==> config.mk <==
export PLATFORM = sky130hd
export DESIGN_NAME = led_strip_renderer
export DESIGN_NICKNAME = d
export VERILOG_FILES = /design/src/rtl/led_strip_renderer.sv
export SDC_FILE = /design/constraint.sdc
export NUM_CORES = 1
export LEC_CHECK = 0
export BUFFER_PORTS_ARGS = -buffer_cell sky130_fd_sc_hd__buf_4
export CAP_MARGIN = 20
export CELL_PAD_IN_SITES_DETAIL_PLACEMENT = 0
export CELL_PAD_IN_SITES_GLOBAL_PLACEMENT = 1
export CORE_ASPECT_RATIO = 1.5
export CORE_MARGIN = 2
export CORE_UTILIZATION = 40
export CTS_CLUSTER_SIZE = 25
export DETAILED_ROUTE_END_ITERATION = 8
export PLACE_DENSITY = 0.71
export SYNTH_ARGS = -nofsm -noshare
export SYNTH_HDL_FRONTEND = slang
export SYNTH_SLANG_ARGS = --single-unit
==> constraint.sdc <==
create_clock -name clk -period 2.4 [get_ports clk]
set_clock_uncertainty 0.2 [all_clocks]
set_input_delay 0.24 -clock clk [delete_from_list [all_inputs] [get_ports clk]]
set_output_delay 0.24 -clock clk [all_outputs]
set_load 0.005 [all_outputs]
==> src/rtl/led_strip_renderer.sv <==
// rtl/led_strip_renderer.sv - WS2812-style serialiser rendering race/menu game state, one LED per track position
`timescale 1ns/1ps
module led_strip_renderer #(
  parameter int          MAX_POS   = 16,
  parameter int          T0H_CLK   = 20,
  parameter int          T1H_CLK   = 40,
  parameter int          BIT_CLK   = 62,
  parameter int          RESET_CLK = 2500,
  parameter logic [7:0]  BRIGHT    = 8'h10,
  localparam int         PW        = (MAX_POS > 1) ? $clog2(MAX_POS) : 1
) (
  input  logic          clk,
  input  logic          reset,
  input  logic [PW-1:0] red_cur_pos,
  input  logic [PW-1:0] blue_cur_pos,
  input  logic [PW-1:0] green_cur_pos,
  input  logic [PW-1:0] yellow_cur_pos,
  input  logic          red_ready_to_play,
  input  logic          blue_ready_to_play,
  input  logic          green_ready_to_play,
  input  logic          yellow_ready_to_play,
  input  logic          is_in_menu,
  input  logic [2:0]    countdown,
  output logic          leds_line,
  output logic          busy,
  output logic          frame_done
);

  localparam int CNT_MAX = (RESET_CLK > BIT_CLK) ? RESET_CLK : BIT_CLK;
  localparam int CW      = $clog2(CNT_MAX + 1);

  localparam logic [23:0] C_RED    = {8'h00, BRIGHT, 8'h00};
  localparam logic [23:0] C_BLUE   = {16'h0000, BRIGHT};
  localparam logic [23:0] C_GREEN  = {BRIGHT, 16'h0000};
  localparam logic [23:0] C_YELLOW = {BRIGHT, BRIGHT, 8'h00};
  localparam logic [23:0] C_WHITE  = {BRIGHT, BRIGHT, BRIGHT};

  typedef enum logic [1:0] {
    ST_GAP  = 2'b00,
    ST_LOAD = 2'b01,
    ST_HIGH = 2'b11,
    ST_LOW  = 2'b10
  } state_t;

  state_t          state_q, state_d;
  logic [CW-1:0]   cnt_q, cnt_d;
  logic [PW-1:0]   led_idx_q, led_idx_d;
  logic [4:0]      bit_idx_q, bit_idx_d;
  logic [23:0]     shift_q, shift_d;
  logic            frame_done_q, frame_done_d;

  // Frame snapshot: everything after LED0 is coloured from these, never from live inputs.
  logic [PW-1:0]   snap_red_q, snap_red_d;
  logic [PW-1:0]   snap_blue_q, snap_blue_d;
  logic [PW-1:0]   snap_green_q, snap_green_d;
  logic [PW-1:0]   snap_yellow_q, snap_yellow_d;
  logic [3:0]      snap_ready_q, snap_ready_d;
  logic            snap_menu_q, snap_menu_d;
  logic [2:0]      snap_cd_q, snap_cd_d;

  function automatic logic [23:0] colour_of(
    input logic [PW-1:0] idx,
    input logic          menu,
    input logic [2:0]    cd,
    input logic [PW-1:0] rp,
    input logic [PW-1:0] bp,
    input logic [PW-1:0] gp,
    input logic [PW-1:0] yp,
    input logic [3:0]    rdy
  );
    logic [23:0] c;
    int          lim;
    c   = 24'h0;
    lim = (int'(cd) > MAX_POS) ? MAX_POS : int'(cd);
    if (menu) begin
      // The countdown lights the tail of the strip white and beats the ready markers.
      if (int'(idx) >= MAX_POS - lim)          c = C_WHITE;
      else if (int'(idx) == 0 && rdy[0])       c = C_RED;
      else if (int'(idx) == 1 && rdy[1])       c = C_BLUE;
      else if (int'(idx) == 2 && rdy[2])       c = C_GREEN;
      else if (int'(idx) == 3 && rdy[3])       c = C_YELLOW;
    end else begin
      if (rp == idx)      c = C_RED;
      else if (bp == idx) c = C_BLUE;
      else if (gp == idx) c = C_GREEN;
      else if (yp == idx) c = C_YELLOW;
    end
    return c;
  endfunction

  always_comb begin
    state_d       = state_q;
    cnt_d         = cnt_q;
    led_idx_d     = led_idx_q;
    bit_idx_d     = bit_idx_q;
    shift_d       = shift_q;
    frame_done_d  = 1'b0;
    snap_red_d    = snap_red_q;
    snap_blue_d   = snap_blue_q;
    snap_green_d  = snap_green_q;
    snap_yellow_d = snap_yellow_q;
    snap_ready_d  = snap_ready_q;
    snap_menu_d   = snap_menu_q;
    snap_cd_d     = snap_cd_q;

    case (state_q)
      ST_GAP: begin
        if (cnt_q == CW'(RESET_CLK - 1)) begin
          cnt_d   = '0;
          state_d = ST_LOAD;
        end else begin
          cnt_d = cnt_q + 1'b1;
        end
      end
      ST_LOAD: begin
        snap_red_d    = red_cur_pos;
        snap_blue_d   = blue_cur_pos;
        snap_green_d  = green_cur_pos;
        snap_yellow_d = yellow_cur_pos;
        snap_ready_d  = {yellow_ready_to_play, green_ready_to_play,
                         blue_ready_to_play, red_ready_to_play};
        snap_menu_d   = is_in_menu;
        snap_cd_d     = countdown;
        led_idx_d     = '0;
        bit_idx_d     = 5'd23;
        cnt_d         = '0;
        // The snapshot is only being written this cycle, so LED0 colours from the live inputs.
        shift_d       = colour_of('0, is_in_menu, countdown, red_cur_pos, blue_cur_pos,
                                  green_cur_pos, yellow_cur_pos,
                                  {yellow_ready_to_play, green_ready_to_play,
                                   blue_ready_to_play, red_ready_to_play});
        state_d       = ST_HIGH;
      end
      ST_HIGH: begin
        cnt_d = cnt_q + 1'b1;
        if (cnt_q == (shift_q[23] ? CW'(T1H_CLK - 1) : CW'(T0H_CLK - 1))) state_d = ST_LOW;
      end
      ST_LOW: begin
        if (cnt_q == CW'(BIT_CLK - 1)) begin
          cnt_d = '0;
          if (bit_idx_q != 5'd0) begin
            shift_d   = {shift_q[22:0], 1'b0};
            bit_idx_d = bit_idx_q - 1'b1;
            state_d   = ST_HIGH;
          end else if (led_idx_q != PW'(MAX_POS - 1)) begin
            led_idx_d = led_idx_q + 1'b1;
            bit_idx_d = 5'd23;
            shift_d   = colour_of(led_idx_q + 1'b1, snap_menu_q, snap_cd_q, snap_red_q,
                                  snap_blue_q, snap_green_q, snap_yellow_q, snap_ready_q);
            state_d   = ST_HIGH;
          end else begin
            frame_done_d = 1'b1;
            state_d      = ST_GAP;
          end
        end else begin
          cnt_d = cnt_q + 1'b1;
        end
      end
      default: begin
        cnt_d   = '0;
        state_d = ST_GAP;
      end
    endcase
  end

  always_ff @(posedge clk or negedge reset) begin
    if (!reset) begin
      state_q       <= ST_GAP;
      cnt_q         <= '0;
      led_idx_q     <= '0;
      bit_idx_q     <= '0;
      shift_q       <= '0;
      frame_done_q  <= 1'b0;
      snap_red_q    <= '0;
      snap_blue_q   <= '0;
      snap_green_q  <= '0;
      snap_yellow_q <= '0;
      snap_ready_q  <= '0;
      snap_menu_q   <= 1'b0;
      snap_cd_q     <= '0;
    end else begin
      state_q       <= state_d;
      cnt_q         <= cnt_d;
      led_idx_q     <= led_idx_d;
      bit_idx_q     <= bit_idx_d;
      shift_q       <= shift_d;
      frame_done_q  <= frame_done_d;
      snap_red_q    <= snap_red_d;
      snap_blue_q   <= snap_blue_d;
      snap_green_q  <= snap_green_d;
      snap_yellow_q <= snap_yellow_d;
      snap_ready_q  <= snap_ready_d;
      snap_menu_q   <= snap_menu_d;
      snap_cd_q     <= snap_cd_d;
    end
  end

  // Decoded straight from the state register so an async reset drops the line at once.
  assign leds_line  = (state_q == ST_HIGH);
  assign busy       = (state_q == ST_HIGH) || (state_q == ST_LOW);
  assign frame_done = frame_done_q;

endmodule

# After elaboration in Yosys (flattened, before gate mapping)
# Index checks and enable logic that the tools add are counted.
# totals
wordCells	99
input_bits	26
register_bits	72
# classes
add_sub_neg	5
n_mux	43
n_eq_ne	20
n_reduce_logical	16
n_lt_le_gt_ge	2
# op_table
op	count
$mux W21	14
$mux W24	5
$pmux W12 S4	1
$pmux W24 S2	1
$mux W12	2
$logic_not A4 Y1	5
$eq A4 B4 Y1	4
$mux W5	3
$mux W13	1
$add A12 B1 Y12 const B	1
$eq A12 B12 Y1 const B	1
$eq A12 B6 Y1	1
$eq A12 B6 Y1 const B	1
$mux W4	3
$sub A5 B3 Y6 const A	2
$mux W2	5
$pmux W5 S2	1
$eq A4 B3 Y1 const B	2
$ne A2 B2 Y1 const B	4
$pmux W2 S4	1
$pmux W4 S2	1
$ge A1 B6 Y1 const A	1
$ge A5 B6 Y1	1
$mux W6	1
other kinds (16)	24

# Longest topological paths before layout
# Gate-level depths: netlist of the first run.
# logic_depth
word_depth	13
depth_mapped	9
mapped_depth_nobuf	9

# Least setup slack after synthesis of the first run
# Ideal clock, no wire load.
# synth_timing
path_kind	flip-flop to flip-flop
from	reg led_idx_q[0]
to	reg shift_q[4]
required_ns	2.135
synth_period_minus_slack_ns	2.353
path_buffers	1
arrival_ns	2.088
stages_incl_launch_ff	10
setup_time_ns	0.065
setup_slack_ns	0.047
path_cell_list	dfrtp_1 > buf_2 > inv_1 > ha_1 > ha_1 > a21oi_1 > o21ai_0 > a21oi_1 > a2111oi_2 > o22a_1
# synth_between
elab_chain_cells	12
# synth_lines
element	line	source
start: declaration	47	logic [PW-1:0] led_idx_q, led_idx_d;
start signal: assignment	184	led_idx_q <= led_idx_d;
$add A4 B1 Y4	148	shift_d = colour_of(led_idx_q + 1'b1, snap_menu_q, snap_cd_q, snap_red_q,
$eq A4 B3 Y1	80	else if (int'(idx) == 2 && rdy[2]) c = C_GREEN;
$logic_and A1 B1 Y1	80	
$mux W21	80	
$mux W21	79	else if (int'(idx) == 1 && rdy[1]) c = C_BLUE;
$mux W21	78	else if (int'(idx) == 0 && rdy[0]) c = C_RED;
$mux W21	77	if (int'(idx) >= MAX_POS - lim) c = C_WHITE;
$mux W24	75	if (menu) begin
$mux W24	145	end else if (led_idx_q != PW'(MAX_POS - 1)) begin
$mux W24	141	if (bit_idx_q != 5'd0) begin
$mux W24	139	if (cnt_q == CW'(BIT_CLK - 1)) begin
$pmux W24 S2	106	case (state_q)
end signal: assignment	186	shift_q <= shift_d;
end: declaration	49	logic [23:0] shift_q, shift_d;
# Parallel ways exist; a longest one is shown, timed or not. The select of a mux whose other input is x is not followed.
# A chain may end at the register's enable or synchronous reset.

# Worst setup path after layout of the first run
# layout_timing
from	in countdown[2]
to	reg shift_q[12]
# layout_between
elab_chain_cells	5
# layout_lines
element	line	source
start: declaration	23	input logic [2:0] countdown,
$sub A5 B3 Y6	77	
$ge A1 B6 Y1	77	
$mux W21	77	
$mux W24	75	
$pmux W24 S2	106	
# No other way between the ends.

==> results_dict.tcl, run 1 <==
set metrics [dict create \
    status "complete, no violations" \
    synth_area_sq_um 3700 \
    syn_inst 384 \
    drv_cap 0 \
    area_growth_pct 27.4 \
    grt_max_degree 69 \
    cts_tree "done" \
    required_ns 2.43 \
    ir_drop_mv 0.355 \
    startpoint "countdown[2]" \
    final_cell_mix "nand2_1, dfrtp_1, buf_4" \
    cp-end-kind "register" \
    nFillCells 866 \
    fin_crit_sh_pct 96.4 \
    cts.sinks 68 \
    layout_commonest_cell "nand2_1" \
    cts_buffer_depth 2 \
    worstMarginPinSlew_ns 0.876 \
    final_area_sq_um 4710 \
    synth_edf_count 0 \
    ys.flop_type "dfrtp_1" \
    cp_data_arrival_time_ns 2.35 \
    overflow 0 \
    row_count 43 \
    hold_violations 0 \
    post-route-drc-count 0 \
    hold_class "reg -> reg" \
    rsz0062_at_grt "true" \
    setup_viol 0 \
    min_from "shift_q[18]" \
    ys_seq_area_share_pct 46.0 \
    drtIter0Drc 109 \
    maxSlewViolCount 0 \
    final.min_clock_period_ns 2.31 \
    path_max_fanout 3 \
    power_density_nw_per_um2 538 \
    antenna_found_initial 0 \
    slew_headroom_pct 41.6 \
    track_usage_pct 20.1 \
    wl_per_cell_um 16.1 \
    postSynthAreaPerCell_sq_um 9.63 \
    syn_nets 425 \
    r2r_start "led_idx_q[0]" \
    io_buffers 28 \
    dp_hpwl_mm 6.68 \
    ant_nets 0 \
    dieArea_sq_um 10000 \
    coreArea_sq_um 9150 \
    layout.area.seq_sq_um 1700 \
    synth-async-reset-ratio_pct 100 \
    io_pins 29 \
    holdWs_ns 0.289 \
    cp-start-kind "primary input" \
    numCtsBuffers 9 \
    place.gp.congestion 0.957 \
    dp_cells 527 \
    diodes 0 \
    post_dp_cell_area_sq_um 4130 \
    wl_mm 9.14 \
    leakage_uw 0.00222 \
    grt_pass1_wl_mm 15.0 \
    clock-root-buffer "clkbuf_16" \
    ys_warn_count 0 \
    synth_cell_types 56 \
    die_height_um 122 \
    fin_nets 494 \
    finalPower_uw 2540 \
    ys_ff_latch 68 \
    critical_path_class "in -> reg" \
    die_w_um 82.5 \
    initial_utilization_pct 40.4 \
    via_per_inst 5.31 \
    clkTransAtPathRegs_ns 0.05 \
    dr_total_vias 3019 \
    firstDrtPassIters 4 \
    drive_above_1_share_pct 19.0 \
    post-route-util_pct 51.5 \
    h-tree-depth 3 \
    stdcell_count 569 \
    grt_pass1_vias 3067 \
    multiInputGateArea_sq_um 1860 \
    clkLatencyLatePin_ns 0.33 \
    max_freq_mhz 432 \
]
[flip-flops by register name (all words and copies together) (netlist names), 2 cells and up]
signal	cells
bit_idx_q	5
cnt_q	12
led_idx_q	4
shift_q	20
snap_blue_q	4
snap_cd_q	3
snap_green_q	4
snap_ready_q	4
snap_red_q	4
snap_yellow_q	4
state_q	2
[final cells by class]
type / count / area share, %
Multi-Input combinational cell: 277 / 39.4
Clock inverter: 2 / 0.743
Timing Repair Buffer: 80 / 14.1
Clock buffer: 13 / 5.31
Inverter: 17 / 1.35
Sequential cell: 68 / 36.1
Tap cell: 112 / 2.97
[path summary, 6_finish.rpt]
kind,endpoint,slack (ns),depth (start not counted)
hold / removal,shift_q[19],0.29,1
setup / recovery,shift_q[12],0.09,10
min in group asynchronous,cnt_q[5],0.37,2
max in group asynchronous,led_idx_q[0],1.02,2
setup reg to reg,shift_q[4],0.12,9
hold reg to reg,shift_q[19],0.29,1
[kinds of logic after synthesis]
logic type      after synthesis  share of synthesized area (%)
xor+xnor                     30                           8.93
buf+inv                      39                           4.84
fa+ha+maj                    15                           5.07
simple gates                161                           20.8
mux                           1                          0.304
compound gates               70                           14.0
flops                        68                           46.0
[per-stage QoR]
| step | TNS (ns) | setup WS [ns] |
|---|---|---|
| 3_3_place_gp | 0 | 0.0446 |
| 5_1_grt | -0.0350 | -0.0350 |
| 3_5_place_dp | -0.0488 | -0.0330 |
| 2_1_floorplan | 0 | 0.0466 |
| 4_1_cts | 0 | 0.0116 |
| 6_report | 0 | 0.0868 |
[cells in the mapped netlist (all sizes together) (2+ instances only)]
cell type	instances	area (sq um)
nor3	6	30.0
nor4	4	40.0
nand3	15	75.1
dfrtp	68	1700
inv	17	63.8
or4	2	15.0
nand2b	4	25.0
o41ai	2	17.5
ha	15	188
clkbuf	12	45.0
o31ai	2	15.0
xnor3	3	67.6
xnor2	13	133
o21ai	11	55.1
nand2	78	293
xor2	14	130
nor4b	3	32.5
a2111oi	2	23.8
a41oi	3	26.3
a21oi	12	60.1
and3	6	40.0
buf	10	70.1
a211oi	2	15.0
a22o	19	166
a31oi	4	25.0
nor2	25	93.8
and4	3	27.5
nand4	6	37.5
nor2b	5	31.3
[report_power, final]
part / total [uW] / internal, uW / switching (uW) / leakage (uW)
sequential: 1150 / 1150 / 0 / 0.000798
combinational: 106 / 57.5 / 48.4 / 0.00128
clock: 1280 / 826 / 456 / 0.000140
[worst max-delay path, cell delays in order]
cell and delay, ns:
dlygate4sd3_1 0.52, buf_4 0.12, inv_1 0.04, ha_1 0.28, nor4b_1 0.26, nand3_1 0.22, a221oi_2 0.36, a221o_1 0.16
a21oi_1 0.04, o21ai_0 0.10
[metal layers]
| layer | vias to the layer above | share of wire, % | routed length, um | track usage (%) |
|---|---|---|---|---|
| li1 | 1467 | - | - | - |
| met1 | 1490 | 41 | 3760 | 23.8 |
| met2 | 46 | 54 | 4980 | 35.2 |
| met3 | 16 | 2.0 | 187 | 3.33 |
| met4 | 0 | 2.4 | 215 | 8.61 |
| met5 | - | 0 | 0 | 0 |
[timing repair]
item / 4_1_cts / 5_1_grt
endpoints found under the hold margin: 92 / 0
pin swaps: 0 / 2
setup endpoints to repair: 2 / 6
gates cloned: 0 / 0
gates resized for setup: 2 / 7
hold buffers: 25 / 0
buffers inserted: 0 / 2
Note: power is estimated with default switching activity, not from simulation.
==> run 2, diff against run 1 <==
--- a/config.mk
+++ b/config.mk
@@ -14,7 +14,9 @@
 export CORE_UTILIZATION = 40
 export CTS_CLUSTER_SIZE = 25
 export DETAILED_ROUTE_END_ITERATION = 8
+export MAX_ROUTING_LAYER = met4
 export PLACE_DENSITY = 0.71
+export SETUP_SLACK_MARGIN = 0.4
 export SYNTH_ARGS = -nofsm -noshare
 export SYNTH_HDL_FRONTEND = slang
 export SYNTH_SLANG_ARGS = --single-unit
==> run 2 against run 1 <==
Critical path depth fell by 2. Largest power group unchanged. Combinational power about the same. Register-to-register slack improved by 0.06 ns. Highest routed layer unchanged.
==> results_dict.tcl, run 2 (synthesis results as in run 1) <==
set metrics [dict create \
    maxSlewViolCount 0 \
    dr.max_layer_used "met4" \
    wl_met3_um 314 \
    hold_class "in -> async" \
    wl_met2_mm 5.32 \
    critical_path_class "reg -> reg" \
    drt-met1-wl_mm 3.80 \
    ant_nets 0 \
    rsz0062_at_grt "true" \
    initial_utilization_pct 40.4 \
    row_count 43 \
    via_per_inst 5.40 \
    drive_above_1_share_pct 32.1 \
    io_buffers 28 \
    antenna_found_initial 0 \
    grt_pass1_vias 3249 \
    dp_hpwl_mm 6.66 \
    hold_violations 0 \
    cts_tree "done" \
    max_freq_mhz 451 \
    holdWs_ns 0.219 \
    dieArea_sq_um 10000 \
    cp_data_arrival_time_ns 2.24 \
    numCtsBuffers 9 \
    grt_max_degree 42 \
    grt_pass1_wl_mm 15.9 \
    wl_mm 9.87 \
    cp-end-kind "register" \
    layout_commonest_cell "nand2_1" \
    clock-root-buffer "clkbuf_16" \
    wl_per_cell_um 16.6 \
    top_regs "shift_q (20), cnt_q (12), bit_idx_q (5)" \
    track_usage_pct 22.0 \
    diodes 0 \
    final_cell_mix "nand2_1, buf_4, dfrtp_1" \
    r2r.worst_path.cells 8 \
    slew_headroom_pct 64.4 \
    place.gp.congestion 0.961 \
    final.setup.worst_slack_ns 0.181 \
    fin_nets 520 \
    fin_crit_sh_pct 92.5 \
    required_ns 2.42 \
    die_w_um 82.5 \
    r2r_start "cnt_q[6]" \
    post-route-drc-count 0 \
    path_max_fanout 5 \
    finalSetupTns_ns 0 \
    dr_total_vias 3212 \
    firstDrtPassIters 4 \
    drtIter0Drc 124 \
    ir_drop_mv 0.375 \
    cts.sinks 68 \
    top_register "shift_q" \
    largest_reg_flops 20 \
    clkTransAtPathRegs_ns 0.06 \
    status "complete, no violations" \
    coreArea_sq_um 9150 \
    power_density_nw_per_um2 483 \
    cts_buffer_depth 2 \
    finalPower_uw 2560 \
    final.min_clock_period_ns 2.22 \
    setup_viol 0 \
    leakage_uw 0.00243 \
    io_pins 29 \
    startpoint "cnt_q[6]" \
    worstMarginPinSlew_ns 0.534 \
    cp-start-kind "register" \
    overflow 0 \
    area_growth_pct 43.3 \
    die_height_um 122 \
    drv_cap 0 \
    place_ws_ns 0.00497 \
    h-tree-depth 3 \
    clkLatencyLatePin_ns 0.34 \
]
run 2: metrics by stage:
| stage | std cells | area (sq um) | utilization (%) |
|---|---|---|---|
| 6_report | 595 | 5300 | 57.9 |
| 5_1_grt | 595 | 5300 | 57.9 |
| 4_1_cts | 585 | 5040 | 55.1 |
| 3_5_place_dp | 523 | 4160 | 45.5 |
| 3_3_place_gp | 523 | 4160 | 45.5 |
| 2_1_floorplan | 384 | 3760 | - |
run 2: what timing repair did:
action	4_1_cts	5_1_grt
pin swaps	15	17
cloned	1	0
hold endpoints to repair	63	0
setup endpoints to repair	41	42
resized for setup	34	39
hold buffers	25	0
setup buffers	21	10
run 2: worst max-delay path: stages (launching register included):
cell	delay (ns)
dfrtp_2	0.44
nor4_4	0.33
buf_4	0.16
and4_4	0.23
a31oi_4	0.10
buf_6	0.14
a221o_1	0.31
a21oi_1	0.11
o21ai_1	0.07
run 2: final timing paths:
kind | end | slack, ns
setup reg to reg | shift_q[12] | 0.18
hold reg to reg | shift_q[7] | 0.29
min in group clk | shift_q[7] | 0.29
hold / removal | cnt_q[9] | 0.22
max in group asynchronous | led_idx_q[1] | 1.11
setup / recovery | shift_q[12] | 0.18
run 2: layout make-up:
| class | count | area (sq um) |
|---|---|---|
| tap | 112 | 140 |
| fill | 826 | 3850 |
| timing repair buffer | 106 | 958 |
| inverter | 17 | 76.3 |
| clock inverter | 2 | 35.0 |
| multi-input combinational | 277 | 2130 |
| sequential | 68 | 1710 |
| clock buffer | 13 | 250 |
run 2: power breakdown:
part	internal, uW	switching [uW]	leakage (uW)
logic	59.7	48.5	0.00149
registers	1150	0	0.000793
clock network	826	477	0.000140
total	2030	525	0.00243
run 2: routing by layer:
metal | up-vias | track usage [%]
li1 | 1523 | -
met1 | 1587 | 25.0
met2 | 71 | 35.4
met3 | 31 | 4.74
met4 | 0 | 12.4
met5 | - | -
